File: config.mk
export PLATFORM = sky130hd
export DESIGN_NAME = lpm_tbl_ctrl
export DESIGN_NICKNAME = d
export VERILOG_FILES = /design/src/rtl/lpm_tbl_pkg.sv /design/src/rtl/lpm_tbl_ctrl_rr_arb2.sv /design/src/rtl/lpm_tbl_ctrl.sv
export SDC_FILE = /design/constraint.sdc
export NUM_CORES = 1
export LEC_CHECK = 0
export BUFFER_PORTS_ARGS = -buffer_cell sky130_fd_sc_hd__buf_2
export CORE_AREA = 2 2 323 325
export DETAILED_ROUTE_END_ITERATION = 12
export DIE_AREA = 0 0 325 327
export GPL_TIMING_DRIVEN = 0
export HOLD_SLACK_MARGIN = 0.1
export MAX_ROUTING_LAYER = met4
export SYNTH_ARGS = -nofsm -noshare
export SYNTH_HDL_FRONTEND = slang
export SYNTH_SLANG_ARGS = --single-unit
export TNS_END_PERCENT = 1
File: constraint.sdc
create_clock -name clk -period 3.9 [get_ports clk]
set_input_delay 0.78 -clock clk [delete_from_list [all_inputs] [get_ports clk]]
set_output_delay 0.78 -clock clk [all_outputs]
set_load 0.01 [all_outputs]
File: src/rtl/lpm_tbl_pkg.sv
`timescale 1ns/1ps
`default_nettype none
// ============================================================================
// Module  : lpm_tbl_pkg
// Purpose : Shared types and constants for the LPM route-table controller.
//           Holds the controller state encoding, the route-entry width and
//           the bit offsets of the fields packed into one 128-bit entry.
// Ports   : none (package)
// Rev     : 1.0 - initial release
// ============================================================================
package lpm_tbl_pkg;

  // Controller sequencing states.
  typedef enum logic [1:0] {
    ST_IDLE  = 2'd0,
    ST_ISSUE = 2'd1,
    ST_WAIT  = 2'd2,
    ST_RESP  = 2'd3
  } tbl_state_e;

  // One route entry is four 32-bit words.
  localparam int TBL_ENTRY_WIDTH = 128;
  localparam int ENT_FIELD_WIDTH = 32;

  // Field LSB offsets inside an entry.
  localparam int ENT_IP_LSB      = 0;
  localparam int ENT_MASK_LSB    = 32;
  localparam int ENT_NEXTHOP_LSB = 64;
  localparam int ENT_OUTQ_LSB    = 96;

  // Increment that sticks at all-ones instead of wrapping.
  function automatic logic [31:0] sat_inc32(input logic [31:0] v);
    return (v == 32'hFFFF_FFFF) ? v : v + 32'd1;
  endfunction

endpackage
`default_nettype wire

File: src/rtl/lpm_tbl_ctrl_rr_arb2.sv
`timescale 1ns/1ps
`default_nettype none
// ============================================================================
// Module  : rr_arb2
// Purpose : Two-way round-robin arbiter. When both requests are present the
//           grant goes to the pointer; otherwise to whichever is requesting.
//           The pointer moves to the other requester when upd_i is pulsed.
// Ports   : clk, reset      - clock, synchronous active-high reset
//           en_i            - grants allowed this cycle
//           req_i[1:0]      - request vector
//           upd_i, upd_id_i - pointer update strobe / id just served
//           gnt_o[1:0]      - one-hot grant (combinational)
//           gnt_id_o        - index of the granted requester
// Rev     : 1.0 - initial release
// ============================================================================
module rr_arb2 (
  input  logic       clk,
  input  logic       reset,
  input  logic       en_i,
  input  logic [1:0] req_i,
  input  logic       upd_i,
  input  logic       upd_id_i,
  output logic [1:0] gnt_o,
  output logic       gnt_id_o
);

  logic ptr_q;
  logic ptr_d;

  always_comb begin
    ptr_d = ptr_q;
    if (upd_i) begin
      ptr_d = ~upd_id_i;
    end
  end

  always_ff @(posedge clk) begin
    if (reset) begin
      ptr_q <= 1'b0;
    end else begin
      ptr_q <= ptr_d;
    end
  end

  // With at most one request present the request vector is already one-hot.
  always_comb begin
    gnt_o = 2'b00;
    if (en_i) begin
      if (&req_i) begin
        gnt_o = ptr_q ? 2'b10 : 2'b01;
      end else begin
        gnt_o = req_i;
      end
    end
  end

  assign gnt_id_o = gnt_o[1];

endmodule
`default_nettype wire

File: src/rtl/lpm_tbl_ctrl.sv
`timescale 1ns/1ps
`default_nettype none
// ============================================================================
// Module  : lpm_tbl_ctrl
// Purpose : Shares the LPM route table between the host register interface
//           (requester 0) and the route-install engine (requester 1). Each
//           accepted command becomes one table read/write pulse, the matching
//           ack is awaited with a timeout, and the result is returned to the
//           requester that issued it. Writes wait while the lookup datapath is
//           inside its header window so an entry never changes mid-lookup.
// Ports   : clk, reset                      - clock, sync active-high reset
//           req_valid/ready/wr/addr/wdata_N - command channel, requester N
//           rsp_valid/rdata/err_N           - one-cycle response, requester N
//           tbl_rd_req/addr, tbl_rd_data/ack - table read port
//           tbl_wr_req/addr/data, tbl_wr_ack - table write port
//           lookup_busy                     - lookup header window active
//           busy                            - an op is in flight
//           timeout_count                   - saturating timed-out op count
// Rev     : 1.0 - initial release
// ============================================================================
module lpm_tbl_ctrl
  import lpm_tbl_pkg::*;
#(
  parameter int C_S_AXI_DATA_WIDTH = 32,
  parameter int TBL_ADDR_WIDTH     = 5,
  parameter int ACK_TIMEOUT        = 16
) (
  input  logic                            clk,
  input  logic                            reset,
  input  logic                            req_valid_0,
  output logic                            req_ready_0,
  input  logic                            req_wr_0,
  input  logic [TBL_ADDR_WIDTH-1:0]       req_addr_0,
  input  logic [4*C_S_AXI_DATA_WIDTH-1:0] req_wdata_0,
  output logic                            rsp_valid_0,
  output logic [4*C_S_AXI_DATA_WIDTH-1:0] rsp_rdata_0,
  output logic                            rsp_err_0,
  input  logic                            req_valid_1,
  output logic                            req_ready_1,
  input  logic                            req_wr_1,
  input  logic [TBL_ADDR_WIDTH-1:0]       req_addr_1,
  input  logic [4*C_S_AXI_DATA_WIDTH-1:0] req_wdata_1,
  output logic                            rsp_valid_1,
  output logic [4*C_S_AXI_DATA_WIDTH-1:0] rsp_rdata_1,
  output logic                            rsp_err_1,
  output logic                            tbl_rd_req,
  output logic                            tbl_wr_req,
  output logic [TBL_ADDR_WIDTH-1:0]       tbl_rd_addr,
  output logic [TBL_ADDR_WIDTH-1:0]       tbl_wr_addr,
  output logic [4*C_S_AXI_DATA_WIDTH-1:0] tbl_wr_data,
  input  logic [4*C_S_AXI_DATA_WIDTH-1:0] tbl_rd_data,
  input  logic                            tbl_rd_ack,
  input  logic                            tbl_wr_ack,
  input  logic                            lookup_busy,
  output logic                            busy,
  output logic [31:0]                     timeout_count
);

  localparam int         W             = 4 * C_S_AXI_DATA_WIDTH;
  localparam logic [7:0] C_ACK_TIMEOUT = 8'(ACK_TIMEOUT);

  tbl_state_e                state_q;
  logic                      wr_q;
  logic                      gnt_id_q;
  logic                      err_q;
  logic [TBL_ADDR_WIDTH-1:0] addr_q;
  logic [TBL_ADDR_WIDTH-1:0] rd_addr_q;
  logic [TBL_ADDR_WIDTH-1:0] wr_addr_q;
  logic [W-1:0]              wdata_q;
  logic [W-1:0]              wr_data_q;
  logic [W-1:0]              rdata_q;
  logic [7:0]                wcnt_q;
  logic [31:0]               timeout_count_q;
  logic [31:0]               timeout_count_d;

  logic [1:0]                gnt;
  logic                      gnt_id;
  logic                      accept;
  logic                      issue_go;
  logic                      ack_match;
  logic [7:0]                wcnt_inc;
  logic                      tmo_hit;

  // Reset is folded into the enable so no command is acknowledged while the
  // block is being reset.
  rr_arb2 u_arb (
    .clk      (clk),
    .reset    (reset),
    .en_i     ((state_q == ST_IDLE) && !reset),
    .req_i    ({req_valid_1, req_valid_0}),
    .upd_i    (state_q == ST_RESP),
    .upd_id_i (gnt_id_q),
    .gnt_o    (gnt),
    .gnt_id_o (gnt_id)
  );

  assign accept    = |gnt;
  assign issue_go  = (state_q == ST_ISSUE) && !(wr_q && lookup_busy);
  assign ack_match = wr_q ? tbl_wr_ack : tbl_rd_ack;
  assign wcnt_inc  = wcnt_q + 8'd1;
  // The ack wins if it lands in the same cycle the count expires.
  assign tmo_hit   = !ack_match && (wcnt_inc == C_ACK_TIMEOUT);

  always_comb begin
    timeout_count_d = timeout_count_q;
    if ((state_q == ST_WAIT) && tmo_hit) begin
      timeout_count_d = sat_inc32(timeout_count_q);
    end
  end

  always_ff @(posedge clk) begin
    if (reset) begin
      state_q         <= ST_IDLE;
      wr_q            <= 1'b0;
      gnt_id_q        <= 1'b0;
      err_q           <= 1'b0;
      addr_q          <= '0;
      rd_addr_q       <= '0;
      wr_addr_q       <= '0;
      wdata_q         <= '0;
      wr_data_q       <= '0;
      rdata_q         <= '0;
      wcnt_q          <= '0;
      timeout_count_q <= '0;
    end else begin
      timeout_count_q <= timeout_count_d;
      case (state_q)
        ST_IDLE: begin
          if (accept) begin
            wr_q     <= gnt_id ? req_wr_1    : req_wr_0;
            addr_q   <= gnt_id ? req_addr_1  : req_addr_0;
            wdata_q  <= gnt_id ? req_wdata_1 : req_wdata_0;
            gnt_id_q <= gnt_id;
            // Writes respond with zero data.
            rdata_q  <= '0;
            state_q  <= ST_ISSUE;
          end
        end
        ST_ISSUE: begin
          if (issue_go) begin
            // Capture what was presented so the table port holds it.
            if (wr_q) begin
              wr_addr_q <= addr_q;
              wr_data_q <= wdata_q;
            end else begin
              rd_addr_q <= addr_q;
            end
            wcnt_q  <= '0;
            state_q <= ST_WAIT;
          end
        end
        ST_WAIT: begin
          wcnt_q <= wcnt_inc;
          if (ack_match) begin
            if (!wr_q) begin
              rdata_q <= tbl_rd_data;
            end
            err_q   <= 1'b0;
            state_q <= ST_RESP;
          end else if (tmo_hit) begin
            err_q   <= 1'b1;
            state_q <= ST_RESP;
          end
        end
        ST_RESP: begin
          state_q <= ST_IDLE;
        end
        default: begin
          state_q <= ST_IDLE;
        end
      endcase
    end
  end

  assign req_ready_0 = gnt[0];
  assign req_ready_1 = gnt[1];

  assign tbl_rd_req  = (state_q == ST_ISSUE) && !wr_q;
  assign tbl_wr_req  = issue_go && wr_q;
  assign tbl_rd_addr = tbl_rd_req ? addr_q  : rd_addr_q;
  assign tbl_wr_addr = tbl_wr_req ? addr_q  : wr_addr_q;
  assign tbl_wr_data = tbl_wr_req ? wdata_q : wr_data_q;

  assign rsp_valid_0 = (state_q == ST_RESP) && !gnt_id_q;
  assign rsp_valid_1 = (state_q == ST_RESP) &&  gnt_id_q;
  assign rsp_rdata_0 = rsp_valid_0 ? rdata_q : '0;
  assign rsp_rdata_1 = rsp_valid_1 ? rdata_q : '0;
  assign rsp_err_0   = rsp_valid_0 && err_q;
  assign rsp_err_1   = rsp_valid_1 && err_q;

  assign busy          = (state_q != ST_IDLE);
  assign timeout_count = timeout_count_q;

endmodule
`default_nettype wire

# == Word-level counts from Yosys, hierarchy flattened ==
# Index checks and enable logic that the tools add are counted.
# totals
ff_bits,445
in_bits,403
out_inout_bits,435
# classes
n_addsub,2
n_eq_ne,10
mux,25
n_bitwise,3
reduce_logical,31
# op_table
cell,n
$mux W128,7
$pmux W128 S2,1
$add A32 B1 Y32 const B,1
$eq A32 B32 Y1 const B,1
$pmux W8 S2,1
$mux W5,3
$mux W2,7
$logic_and A1 B1 Y1,11
$reduce_and A2 Y1,5
$reduce_and A3 Y1,3
$add A8 B1 Y8 const B,1
$eq A8 B5 Y1 const B,1
$mux W8,1
$ne A2 B2 Y1 const B,4
$pmux W2 S4,1
$reduce_bool A2 Y1,4
$logic_not A1 Y1,5
$eq A2 B2 Y1 const B,2
$mux W1,4
$reduce_and A4 Y1,1
$ne A3 B3 Y1 const B,1
$not A1 Y1,3
$eq A2 B1 Y1 const B,1
$logic_not A2 Y1,1
$reduce_or A2 Y1,1

# == Logic depth before layout (Yosys ltp) ==
# Gate-level depths: netlist of the first run.
# depth
depth_word,6
mapped_depth,11
depth_no_buf,8

# == Cells and area by module ==
# Synthesis of the first run repeated with hierarchy kept, for this count alone.
# unflattened
cells_unflattened,2360
area_unflattened_um2,19595.0
# by_module_without_submodules
mod,n_inst,cells_each,area_each_um2,seq_area_each_um2
lpm_tbl_ctrl,1,2351,19530.0,8888.5
rr_arb2,1,9,65.1,20.0

# == Least setup slack after synthesis of the first run ==
# OpenSTA, ideal clock, no wires.
# synth_timing
kind,input-to-output
startpoint,input lookup_busy
endpoint,output tbl_wr_data[100]
arrival_ns,2.067
required_ns,3.120
slack_ns,1.053
cell_stages,7
cell_sequence,or2_2 clkbuf_1 inv_2 clkbuf_1 clkbuf_1 nand2_1 nand2_1
# synth_between
elab_chain_len,5
# synth_rtl
item,line_no,rtl
"start, declared",lpm_tbl_ctrl.sv:54,"input logic lookup_busy,"
$logic_and A1 B1 Y1,lpm_tbl_ctrl.sv:98,assign issue_go = (state_q == ST_ISSUE) && !(wr_q && lookup_busy);
$logic_not A1 Y1,lpm_tbl_ctrl.sv:98,
$logic_and A1 B1 Y1,lpm_tbl_ctrl.sv:98,
$logic_and A1 B1 Y1,lpm_tbl_ctrl.sv:179,assign tbl_wr_req = issue_go && wr_q;
$mux W128,lpm_tbl_ctrl.sv:182,assign tbl_wr_data = tbl_wr_req ? wdata_q : wr_data_q;
"end, declared",lpm_tbl_ctrl.sv:50,"output logic [4*C_S_AXI_DATA_WIDTH-1:0] tbl_wr_data,"
# Every way passes these cells.

# == Final worst setup path of the first run ==
# layout_timing
startpoint,register state_q[0]
endpoint,output rsp_rdata_0[49]
# layout_between
elab_chain_len,3
# layout_rtl
item,line_no,rtl
"start, declared",lpm_tbl_ctrl.sv:62,tbl_state_e state_q;
"start signal, assigned",lpm_tbl_ctrl.sv:113,state_q <= ST_IDLE;
"start signal, assigned",lpm_tbl_ctrl.sv:136,state_q <= ST_ISSUE;
"start signal, assigned",lpm_tbl_ctrl.sv:149,state_q <= ST_WAIT;
$eq A2 B2 Y1,lpm_tbl_ctrl.sv:184,assign rsp_valid_0 = (state_q == ST_RESP) && !gnt_id_q;
$logic_and A1 B1 Y1,lpm_tbl_ctrl.sv:184,
$mux W128,lpm_tbl_ctrl.sv:186,assign rsp_rdata_0 = rsp_valid_0 ? rdata_q : '0;
"end, declared",lpm_tbl_ctrl.sv:36,"output logic [4*C_S_AXI_DATA_WIDTH-1:0] rsp_rdata_0,"
# Every way passes these cells.

==> summary.md, run 1 <==
| Metric | Value |
|---|---|
| Status | finished clean |
| Ys async rst share | 0 |
| Worst slack, placed | -1.252 ns |
| Cells after Synth | 2,384 |
| Max frequency | 267.7 MHz |
| GR met3 Demand/Resource | 0.03464 |
| # DRC | 0 |
| Total Nets Final | 3,686 |
| Fin Setup TNS | 0 ns |
| Non-filler cells, final | 4,710 |
| Required @ worst endpoint | 3.12 ns |
| # clock sinks | 445 |
| Slew @ Worst Pin | 1.345 ns |
| CP Capture Type | output pin |
| Die Y | 327 um |
| Crit path launch type | register |
| Post-Syn Area | 19,060 um2 |
| Slew margin rel. | 0.1035 |
| Post-synth top area cell | dfxtp_1 |
| Vias in the first global route | 20,230 |
| M1 GR Usage | 0.2189 |
| Core area | 102,900 um2 |
| Period utilisation layout | 0.9577 |
| Seq/Total Area, Yosys | 0.4674 |
| Max Cap Violations | 0 |
| Total number of vias | 21,760 |
| Pwr Density | 503.3 nW/um2 |
| GRT Residual Overflow | 0 |
| Most common cell in the netlist | nand2_1 |
| Slew Limit Fails | 0 |
| Arrival time at the worst endpoint | 2.96 ns |
| Area Overhead vs Synth | 40.92% |
| Clk buf depth | 3 |
| Initial Utilization | 0.1852 |
| Final WS setup | 0.1650 ns |
| Critical path class | register to output pin |
| CP max FO | 10 |
| Share of layout cells above drive strength 1 | 0.2882 |
| CTS Hold Bufs | 0 |
| Final setup fails | 0 |
| Initial antenna violation count | 23 |
| 1st-iter DRT viols | 2,129 |
| Die footprint | 106,300 um2 |
| Largest cells by area after synthesis | dfxtp_1, nand2_1, a222oi_1 |
| Post-synth top cells | nand2_1, dfxtp_1, clkbuf_1, nor2_1, a21oi_1 |
| Clock-pin slew of the registers on the worst-case setup and hold paths | 0.06 ns |
| Num ports | 838 |
| Global-route wire length before repair | 141.7 mm |
| Cts bufs inserted | 51 |
| Routed Antenna Nets | 0 |
| WL per Instance | 21.58 um |
| Port bufs | 836 |
| Number of library cell types mapped by synthesis | 55 |
| Unrepaired setup endpoints after global routing | false |
| Yosys warns | 0 |
| Root buffer cell | clkbuf_16 |
| Gr usage total | 0.1864 |
| Worst VDD drop | 0.0002940 V |
| Dpl cells | 4,604 |
| Worst hold-check path type | input port to register |
| Drt first pass iters | 9 |
| Setup Skew | 0.01904 ns |
| Minimum clock period | 3.735 ns |
| Final Hold Vio Count | 0 |
| Share of the synthesized area in the top cell type | 0.4674 |
| H-Tree Depth | 2 |
| Largest net degree at the start of global routing | 15 |
| Final RePlAce weighted congestion | 0.9798 |
| Drt via density | 4.620 |
| Met2 GRT Util | 0.3102 |
| Total Routed Length | 101.7 mm |
| Gr busiest metal | met2 |
| Clock Latency Late Sink | 0.62 ns |
| Post-synth EDFFs | 0 |
| Syn Nets | 2,794 |
| Post-synthesis register bit count | 445 |
| Post-Syn Area per Cell | 7.995 um2 |
| Final HPWL from detailed placement | 84.10 mm |
| DIE WIDTH | 325 um |
| Leakage | 12.61 nW |
| CTS tree | done |
| Synth Flop Type | dfxtp_1 |
| # rows | 118 |
[sequential cells by signal, summed over array words and instances, names as in the netlist]
name,flops
rd_addr_q,5
gnt_id_q,1
addr_q,5
state_q,2
u_arb.ptr_q,1
wr_addr_q,5
timeout_count,32
wcnt_q,8
rdata_q,128
wr_q,1
err_q,1
wr_data_q,128
wdata_q,128
[report_power, final]
group	switching (mW)	internal [mW]
Clock	2.04	2.91
Sequential	0.319	4.86
Combinational	2.49	0.888
Total	4.85	8.66
[path summary, 6_finish.rpt]
path | start | end | slack [ns] | cells past startpoint
max | state_q[0] | rsp_rdata_0[49] | 0.16 | 6
min | req_wdata_0[98] | wdata_q[98] | 0.42 | 3
max reg2reg | state_q[0] | rdata_q[40] | 0.40 | 10
min reg2reg | rdata_q[118] | rdata_q[118] | 0.46 | 2
[per-layer routing]
metal	routed length, um	vias to the layer above
met4	4685	0
met1	40550	10420
met5	0	-
met3	7175	171
li1	-	10080
met2	49240	1088
[per-stage QoR]
stage | hold WS [ns] | area [um2] | util | power, mW
after floorplan | 0.4361 | 19060 | - | 7.027
after global placement | 0.4487 | 24970 | 0.2427 | 8.576
after detailed placement | 0.4526 | 25070 | 0.2436 | 8.615
after CTS | 0.3600 | 26810 | 0.2605 | 13.62
after global routing | 0.3885 | 26850 | 0.2610 | 14.13
final | 0.4198 | 26860 | 0.2610 | 13.52
[cell families (layout without fill, tap and decap cells)]
family	count (synthesis)	in the layout	synth area share
AND/OR/NAND/NOR	1338	1338	0.3389
flip-flops	445	445	0.4674
AO/OA/AOI/OAI	348	348	0.1345
buffers and inverters	231	1161	0.04582
multiplexers	15	15	0.008796
adder cells (fa/ha/maj)	7	7	0.004595
other	0	16	0
[cells in the final DEF, fill, tap and decap left out, types with 3 or more instances in the layout]
cell       count
or4_1         20
clkbuf_2      12
nor3_1         9
a222oi_1     134
buf_2        841
clkbuf_16     52
and2_1       132
mux2_2         6
nand2b_1       5
o21ai_0       10
ha_1           7
nor4_1         5
clkinv_2       7
and3_1       130
buf_1          5
bufinv_16      4
a21oi_1      158
clkbuf_1     206
nor2b_1      149
or3_1          6
buf_12         3
o31ai_1       16
dfxtp_1      445
mux2_1         8
o2111ai_1      4
nor2_1       166
nand2_1      549
nand3_1      141
a311oi_1       3
diode_2       16
inv_1         11
clkbuf_8      11
nand4_1       13
[timing repair]
action,4_1_cts,5_1_grt
setup endpoints to repair,198,35
pin swaps,0,0
resized for setup,14,15
setup buffers,0,0
[worst max-delay path: stages (launching register included)]
cell and delay [ns]:
dfxtp_1 0.39, ha_1 0.40, nor2b_1 0.30, clkbuf_2 0.42, clkbuf_1 0.38, and2_1 0.27, buf_2 0.16
[cell type report]
| class | count | area, um2 |
|---|---|---|
| flip-flops and latches | 445 | 8909 |
| well taps | 1380 | 1727 |
| clock buffers | 76 | 1491 |
| diodes | 16 | 40.04 |
| plain buffers | 218 | 860.8 |
| multi-input cells | 1708 | 9304 |
| clock inverters | 15 | 221.5 |
| inverters | 12 | 47.55 |
| repair buffers | 840 | 4259 |
| fillers | 11480 | 76050 |
Note: power is estimated with default switching activity, not from simulation.
==> run 2, diff against run 1 <==
--- a/config.mk
+++ b/config.mk
@@ -6,9 +6,9 @@
 export NUM_CORES = 1
 export LEC_CHECK = 0
 export BUFFER_PORTS_ARGS = -buffer_cell sky130_fd_sc_hd__buf_2
-export CORE_AREA = 2 2 323 325
+export CORE_AREA = 2 2 322 324
 export DETAILED_ROUTE_END_ITERATION = 12
-export DIE_AREA = 0 0 325 327
+export DIE_AREA = 0 0 324 326
 export GPL_TIMING_DRIVEN = 0
 export HOLD_SLACK_MARGIN = 0.1
 export MAX_ROUTING_LAYER = met4
==> constraint.sdc (replaced) <==
create_clock -name clk -period 3.3 [get_ports clk]
set_input_delay 0.66 -clock clk [delete_from_list [all_inputs] [get_ports clk]]
set_output_delay 0.66 -clock clk [all_outputs]
set_load 0.01 [all_outputs]
==> run 2 against run 1 <==
Effect of this change:
- power grew 20%
- non-clock buffer count is the same
- first-iteration DRC count shrank 1.3%
- design area grew 1.3%
- sequential share of layout area shrank 0.44 points
- via count shrank 0.44%
- critical path depth grew 4
- clock skew grew 0.012 ns
- routed wire length grew 0.52%
- largest cell class unchanged
==> summary.md, run 2 (synthesis results as in run 1) <==
| Metric | Value |
|---|---|
| Status | finished clean (unchanged) |
| Non-filler cells, final | 4,719 (was 4,710) |
| Max frequency | 307.3 MHz |
| Initial antenna violation count | 31 (was 23) |
| Most common cell after layout, fill and taps aside | buf_2 (unchanged) |
| Drt first pass iters | 13 (was 9) |
| Root buffer cell | clkbuf_16 (unchanged) |
| Fillers | 11,400 (was 11,480) |
| WL per Instance | 21.65 um (was 21.58 um) |
| Port bufs | 836 (unchanged) |
| Num ports | 838 (unchanged) |
| Clock power share | 0.370 (was 0.366) |
| Max Cap Violations | 0 (unchanged) |
| DIE WIDTH | 324 um (was 325 um) |
| Period utilisation layout | 0.9860 |
| Unrepaired setup endpoints after global routing | true (was false) |
| Final setup fails | 0 (unchanged) |
| Worst hold-check path type | input port to register (unchanged) |
| Final RePlAce weighted congestion | 0.9267 (was 0.9798) |
| CP Capture Type | output pin (unchanged) |
| 1st-iter DRT viols | 2,101 (was 2,129) |
| Total Nets Final | 3,686 (unchanged) |
| Core area | 102,600 um2 (was 102,900 um2) |
| Largest regs | rdata_q: 128 flops, wdata_q: 128 flops, wr_data_q: 128 flops (unchanged) |
| Post-layout util | 0.2653 (was 0.2610) |
| Share of layout cells above drive strength 1 | 0.3093 (was 0.2882) |
| Sequential power share | 0.377 (was 0.383) |
| Slew Limit Fails | 0 (unchanged) |
| Sw Ratio | 0.3624 (was 0.3590) |
| Clk buf depth | 3 (unchanged) |
| Critical path class | register to output pin (unchanged) |
| P_int | 10.31 mW (was 8.664 mW) |
| Drt via density | 4.591 (was 4.620) |
| Area Overhead vs Synth | 42.81% (was 40.92%) |
| Required @ worst endpoint | 2.64 ns (was 3.12 ns) |
| Die footprint | 105,600 um2 (was 106,300 um2) |
| Slew margin rel. | 0.2024 (was 0.1035) |
| Total number of vias | 21,660 (was 21,760) |
| Arrival time at the worst endpoint | 2.59 ns (was 2.96 ns) |
| Dpl cells | 4,602 (was 4,604) |
| Switching power total | 5.861 mW (was 4.853 mW) |
| Slew @ Worst Pin | 1.196 ns (was 1.345 ns) |
| Total Routed Length | 102.2 mm (was 101.7 mm) |
| Largest net degree at the start of global routing | 19 (was 15) |
| # DRC | 0 (unchanged) |
| # clock sinks | 445 (unchanged) |
| # rows | 118 (unchanged) |
| H-Tree Depth | 2 (unchanged) |
| Clock Latency Late Sink | 0.65 ns (was 0.62 ns) |
| Crit path launch type | register (unchanged) |
| Minimum clock period | 3.254 ns |
| Pwr Density | 594.2 nW/um2 (was 503.3 nW/um2) |
| Routed Antenna Nets | 0 (unchanged) |
| CP max FO | 10 (unchanged) |
| Final Hold Vio Count | 0 (unchanged) |
| Final HPWL from detailed placement | 83.54 mm (was 84.10 mm) |
| Gr usage total | 0.1882 (was 0.1864) |
| Worst VDD drop | 0.0004438 V (was 0.0002940 V) |
| Vias in the first global route | 20,090 (was 20,230) |
| GRT Residual Overflow | 0 (unchanged) |
| Leakage | 12.81 nW (was 12.61 nW) |
| Most frequent cells in the layout | buf_2, nand2_1, dfxtp_1, nor2_1 (was buf_2, nand2_1, dfxtp_1, clkbuf_1, nor2_1) |
| Reg2reg setup slack | 0.08 ns (was 0.40 ns) |
| Cts bufs inserted | 51 (unchanged) |
| Logic pwr share | 0.253 (was 0.250) |
| Clock-pin slew of the registers on the worst-case setup and hold paths | 0.07 ns (was 0.06 ns) |
| Global-route wire length before repair | 140.2 mm (was 141.7 mm) |
| CTS Hold Bufs | 0 (unchanged) |
| CTS tree | done (unchanged) |
| Setup Skew | 0.03151 ns (was 0.01904 ns) |
| Initial Utilization | 0.1858 (was 0.1852) |
| Die Y | 326 um (was 327 um) |
run 2: cell count changes in the layout (fill, tap and decap cells not counted), sizes merged:
cell	delta
clkinvlp	+3
clkbuf	-11
inv	+2
diode	+9
bufinv	-1
clkinv	-1
buf	+8
run 2: repair_timing:
item	CTS	global route
buffers inserted	3	0
resized for setup	103	37
setup endpoints to repair	600	247
pin swaps	1	1
run 2: final timing paths:
check,startpoint,end,cells after the start
min reg2reg,rdata_q[25],rdata_q[25],2
max reg2reg,state_q[0],rdata_q[42],10
min,req_wdata_1[48],wdata_q[48],3
max,state_q[1],tbl_wr_data[66],10
run 2: power by group through the flow:
stage	clock, mW	combinational [mW]	sequential [mW]
finish	5.98	4.09	6.10
global route	6.32	4.45	6.13
CTS	6.13	4.07	6.09
detailed placement	0	4.01	6.20
global placement	0	3.97	6.20
floorplan	0	2.30	6.01
run 2: layout make-up:
type	count	area [um2]	area share
antenna	25	62.56	0.002298
multi-input combinational	1708	9364	0.3440
timing repair buffer	841	4297	0.1578
tap	1380	1727	0.06343
inverter	12	52.55	0.001931
clock buffer	73	1519	0.05580
buffer	217	1033	0.03797
sequential	445	8909	0.3273
clock inverter	18	257.7	0.009469
run 2: through the flow:
stage | setup WS (ns) | power [mW] | hold WS (ns) | instance area (um2) | TNS (ns)
after floorplan | 0.6926 | 8.304 | 0.4361 | 19060 | 0
after global placement | -2.016 | 10.16 | 0.4456 | 24970 | -430.90
after detailed placement | -1.529 | 10.21 | 0.4539 | 25040 | -283.15
after CTS | -0.1424 | 16.29 | 0.2054 | 27120 | -0.9404
after global routing | -0.1499 | 16.90 | 0.2362 | 27200 | -1.782
final | 0.04632 | 16.17 | 0.2657 | 27220 | 0
run 2: per-layer routing:
| layer | part of all wire | track usage | vias up |
|---|---|---|---|
| li1 | - | - | 10090 |
| met4 | 0.045 | 0.07518 | 0 |
| met5 | 0 | - | - |
| met2 | 0.48 | 0.3160 | 1135 |
| met3 | 0.074 | 0.03183 | 211 |
| met1 | 0.40 | 0.2221 | 10230 |
run 2: critical path, stage by stage (launching register included):
cell	delay (ns)
dfxtp_1	0.34
inv_1	0.11
ha_2	0.22
nand2_1	0.06
or2_4	0.32
inv_8	0.10
clkbuf_16	0.19
clkbuf_8	0.19
nand2_2	0.12
nand2_2	0.12
buf_2	0.15
==> run 3, diff against run 2 <==
--- a/config.mk
+++ b/config.mk
@@ -5,10 +5,11 @@
 export SDC_FILE = /design/constraint.sdc
 export NUM_CORES = 1
 export LEC_CHECK = 0
+export ABC_AREA = 1
 export BUFFER_PORTS_ARGS = -buffer_cell sky130_fd_sc_hd__buf_2
-export CORE_AREA = 2 2 322 324
+export CORE_AREA = 2 2 325 327
 export DETAILED_ROUTE_END_ITERATION = 12
-export DIE_AREA = 0 0 324 326
+export DIE_AREA = 0 0 327 329
 export GPL_TIMING_DRIVEN = 0
 export HOLD_SLACK_MARGIN = 0.1
 export MAX_ROUTING_LAYER = met4
==> run 3 against run 2 <==
Effect of this change:
- largest power group is now combinational logic
- via count barely moved
- highest routed layer unchanged
- die area rose by 1.9%
- count of clock-buffer cells in the layout did not move
- worst hold slack improved by 0.046 ns
- first-iteration DRC count fell by 54%
- sequential share of layout area fell by 1.3 points
- non-clock buffer count fell by 23
- design area rose by 4.1%
- critical path type unchanged
==> summary.md, run 3 <==
| Metric | Value |
|---|---|
| # DRC | 0 (unchanged) |
| Max Cap Violations | 0 (unchanged) |
| Slew @ Worst Pin | 1.177 ns (was 1.196 ns) |
| Die Y | 329 um (was 326 um) |
| Post-synth top area cell | dfxtp_1 (unchanged) |
| CP max FO | 10 (unchanged) |
| Total chip power | 21.51 mW (was 16.17 mW) |
| Most common cell after layout, fill and taps aside | buf_2 (unchanged) |
| CTS Hold Bufs | 0 (unchanged) |
| Post-synth EDFFs | 0 (unchanged) |
| Synth Area in Adders | 0.004393 (was 0.004595) |
| Total Nets Final | 4,044 (was 3,686) |
| Worst path slowest cell | clkbuf_1 (was dfxtp_1) |
| Initial Utilization | 0.1910 (was 0.1858) |
| Largest net degree at the start of global routing | 20 (was 19) |
| Final HPWL from detailed placement | 78.96 mm (was 83.54 mm) |
| Worst stage delay on the critical path | 0.44 ns (was 0.34 ns) |
| # clock sinks | 445 (unchanged) |
| Cells after Synth | 2,741 (was 2,384) |
| Reg2reg setup slack | 0.45 ns (was 0.08 ns) |
| Minimum clock period | 3.214 ns (was 3.254 ns) |
| Syn Nets | 3,151 (was 2,794) |
| Share of the synthesized area in the top cell type | 0.4468 (was 0.4674) |
| Fillers | 11,590 (was 11,400) |
| Largest cells by area after synthesis | dfxtp_1, nand2_1, nor2_1 (was dfxtp_1, nand2_1, a222oi_1) |
| Cells along the critical path | ha_1 -> nand2_1 -> clkbuf_4 -> clkbuf_1 -> nor2_1 -> buf_2 (was inv_1 -> ha_2 -> nand2_1 -> or2_4 -> inv_8 -> clkbuf_16 -> clkbuf_8 -> nand2_2 -> nand2_2 -> buf_2) |
| Area Overhead vs Synth | 42.10% (was 42.81%) |
| CP Capture Type | output pin (unchanged) |
| Combinational family with the most area after synthesis | simple AND/OR/NAND/NOR gates (unchanged) |
| R2R depth | 11 (was 10) |
| Pwr Density | 759.2 nW/um2 (was 594.2 nW/um2) |
| Critical path class | register to output pin (unchanged) |
| Final WS setup | 0.08618 ns (was 0.04632 ns) |
| Crit path launch type | register (unchanged) |
| Largest regs | rdata_q: 128 flops, wdata_q: 128 flops, wr_data_q: 128 flops (unchanged) |
| CTS tree | done (unchanged) |
| Clk buf depth | 3 (unchanged) |
| 1st-iter DRT viols | 956 (was 2,101) |
| Unrepaired setup endpoints after global routing | true (unchanged) |
| Port bufs | 836 (unchanged) |
| Dpl cells | 4,968 (was 4,602) |
| Routed Antenna Nets | 0 (unchanged) |
| Max frequency | 311.2 MHz (was 307.3 MHz) |
| Worst VDD drop | 0.0004220 V (was 0.0004438 V) |
| Setup Skew | 0.02564 ns (was 0.03151 ns) |
| Post-Synth XOR/XNOR Area | 0 (unchanged) |
| Final RePlAce weighted congestion | 0.9907 (was 0.9267) |
| Total Routed Length | 96.18 mm (was 102.2 mm) |
| Crit Reg-Reg Startpoint | state_q[0] (unchanged) |
| Post-synthesis register bit count | 445 (unchanged) |
| Die footprint | 107,600 um2 (was 105,600 um2) |
| Gr usage total | 0.1745 (was 0.1882) |
| Worst slack, placed | -0.9035 ns (was -1.529 ns) |
| Period utilisation layout | 0.9739 (was 0.9860) |
| Mux share of post-synthesis cell area | 0 (was 0.008796) |
| Required @ worst endpoint | 2.64 ns (about the same) |
| Drt via density | 4.266 (was 4.591) |
| Yosys warns | 0 (unchanged) |
| Final setup fails | 0 (unchanged) |
| Ys async rst share | 0 (unchanged) |
| Non-filler cells, final | 5,074 (was 4,719) |
| Post-synthesis simple-gate area fraction | 0.2514 (was 0.3389) |
| Most common cell in the netlist | nand2_1 (unchanged) |
| Leakage | 13.84 nW (was 12.81 nW) |
| DIE WIDTH | 327 um (was 324 um) |
| Core area | 104,400 um2 (was 102,600 um2) |
| # rows | 119 (was 118) |
| Clock-pin slew of the registers on the worst-case setup and hold paths | 0.06 ns (was 0.07 ns) |
| Post-synth top cells | nand2_1, nor2_1, dfxtp_1, inv_1, a21oi_1 (was nand2_1, dfxtp_1, clkbuf_1, nor2_1, a21oi_1) |
| Initial antenna violation count | 29 (was 31) |
| Post-Syn Area per Cell | 7.273 um2 (was 7.995 um2) |
| Num ports | 838 (unchanged) |
| Slew Limit Fails | 0 (unchanged) |
| Worst hold-check path type | input port to register (unchanged) |
| Total number of vias | 21,640 (was 21,660) |
| Number of library cell types mapped by synthesis | 32 (was 55) |
| Reg2reg end | rdata_q[58] (was rdata_q[42]) |
| Global-route wire length before repair | 134.8 mm (was 140.2 mm) |
| Hold EP | wdata_q[48] (unchanged) |
| Most frequent cells in the layout | buf_2, nand2_1, nor2_1, dfxtp_1, inv_1 (was buf_2, nand2_1, dfxtp_1, nor2_1) |
| Post-Syn Area | 19,940 um2 (was 19,060 um2) |
| Status | finished clean (unchanged) |
| Vias in the first global route | 20,330 (was 20,090) |
| GRT Residual Overflow | 0 (unchanged) |
| Cts bufs inserted | 52 (was 51) |
| Arrival time at the worst endpoint | 2.55 ns (was 2.59 ns) |
| Hold path depth | 3 (unchanged) |
| Clock Latency Late Sink | 0.62 ns (was 0.65 ns) |
| Complex-gate fraction of the synthesized area | 0.1942 (was 0.1345) |
| Share of layout cells above drive strength 1 | 0.3761 (was 0.3093) |
| Root buffer cell | clkbuf_16 (unchanged) |
| Synth Flop Type | dfxtp_1 (unchanged) |
| Seq/Total Area, Yosys | 0.4468 (was 0.4674) |
| WL per Instance | 18.96 um (was 21.65 um) |
| Final Hold Vio Count | 0 (unchanged) |
| Worst hold start | req_wdata_1[48] (unchanged) |
| Drt first pass iters | 5 (was 13) |
| H-Tree Depth | 2 (unchanged) |
| Slew margin rel. | 0.2156 (was 0.2024) |
==> run 3: cell types whose count changed after synthesis, moves of 130 or more <==
| cell | delta |
|---|---|
| and3_1 | -130 |
| nor2b_1 | -149 |
| inv_1 | +308 |
| nor2_1 | +294 |
| a31oi_1 | +132 |
| and2_1 | -132 |
| or2_2 | +138 |
| a222oi_1 | -134 |
==> run 3: worst max-delay path: cells and delay by family, from the launching register on <==
kind                       cells  cell delay, ns
adders and majority gates      1            0.22
buffers and inverters          3            1.00
DFF                            1            0.35
and+or+nand+nor                2            0.38
==> run 3: area by class of cell <==
cell class,instances,area (um2),area share
Buffer,195,1055,0.03723
Clock buffer,73,1501,0.05300
Inverter,321,1211,0.04275
Timing Repair Buffer,840,4244,0.1498
Antenna cell,11,27.53,0.0009716
Clock inverter,19,192.7,0.006801
Multi-Input combinational cell,1779,9444,0.3333
Tap cell,1391,1740,0.06143
Sequential cell,445,8915,0.3147
==> run 3: report_power, final <==
group	internal, mW	leakage (nW)	switching, mW	total (mW)
combinational	2.73	9.38	5.93	8.65
sequential	6.63	3.63	0.430	7.06
clock	3.39	0.832	2.41	5.80
==> run 3: kinds of logic after synthesis <==
logic type / count (synthesis)
buffers and inverters: 517
AOI/OAI and AO/OA: 579
adders and majority gates: 7
and+or+nand+nor: 1193
DFF: 445
==> run 3: what timing repair did <==
| item | in CTS | in global routing |
|---|---|---|
| cloned | 0 | 0 |
| setup endpoints to repair | 343 | 188 |
| pin swaps | 1 | 1 |
| gates resized for setup | 230 | 99 |
| buffers inserted | 4 | 0 |
==> run 3: through the flow <==
stage	utilization	setup TNS, ns	hold WS (ns)	cell area [um2]
after floorplan	-	0	0.4436	19940
final	0.2714	0	0.3119	28330
after global placement	0.2478	-76.48	0.4615	25860
after detailed placement	0.2478	-78.90	0.4660	25860
after CTS	0.2686	-0.1463	0.2467	28030
after global routing	0.2714	-2.242	0.2684	28330
==> run 3: per-layer routing <==
layer / track usage / vias to the layer above / wire length [um]
met3: 0.03119 / 166 / 5184
met1: 0.1909 / 10100 / 37970
met2: 0.3154 / 793 / 49190
li1: - / 10580 / -
met4: 0.06292 / 0 / 3836
met5: - / - / 0
==> run 3: worst max-delay path by stage <==
stage                            from  slack [ns]          endpoint
after detailed placement  lookup_busy       -0.90   tbl_wr_data[66]
after CTS                  state_q[0]       -0.04   rsp_rdata_0[35]
after global routing       state_q[0]       -0.07   rsp_rdata_1[38]
after global placement    lookup_busy       -0.89   tbl_wr_data[66]
after floorplan           lookup_busy        0.89  tbl_wr_data[105]
final                      state_q[0]        0.09   rsp_rdata_1[38]
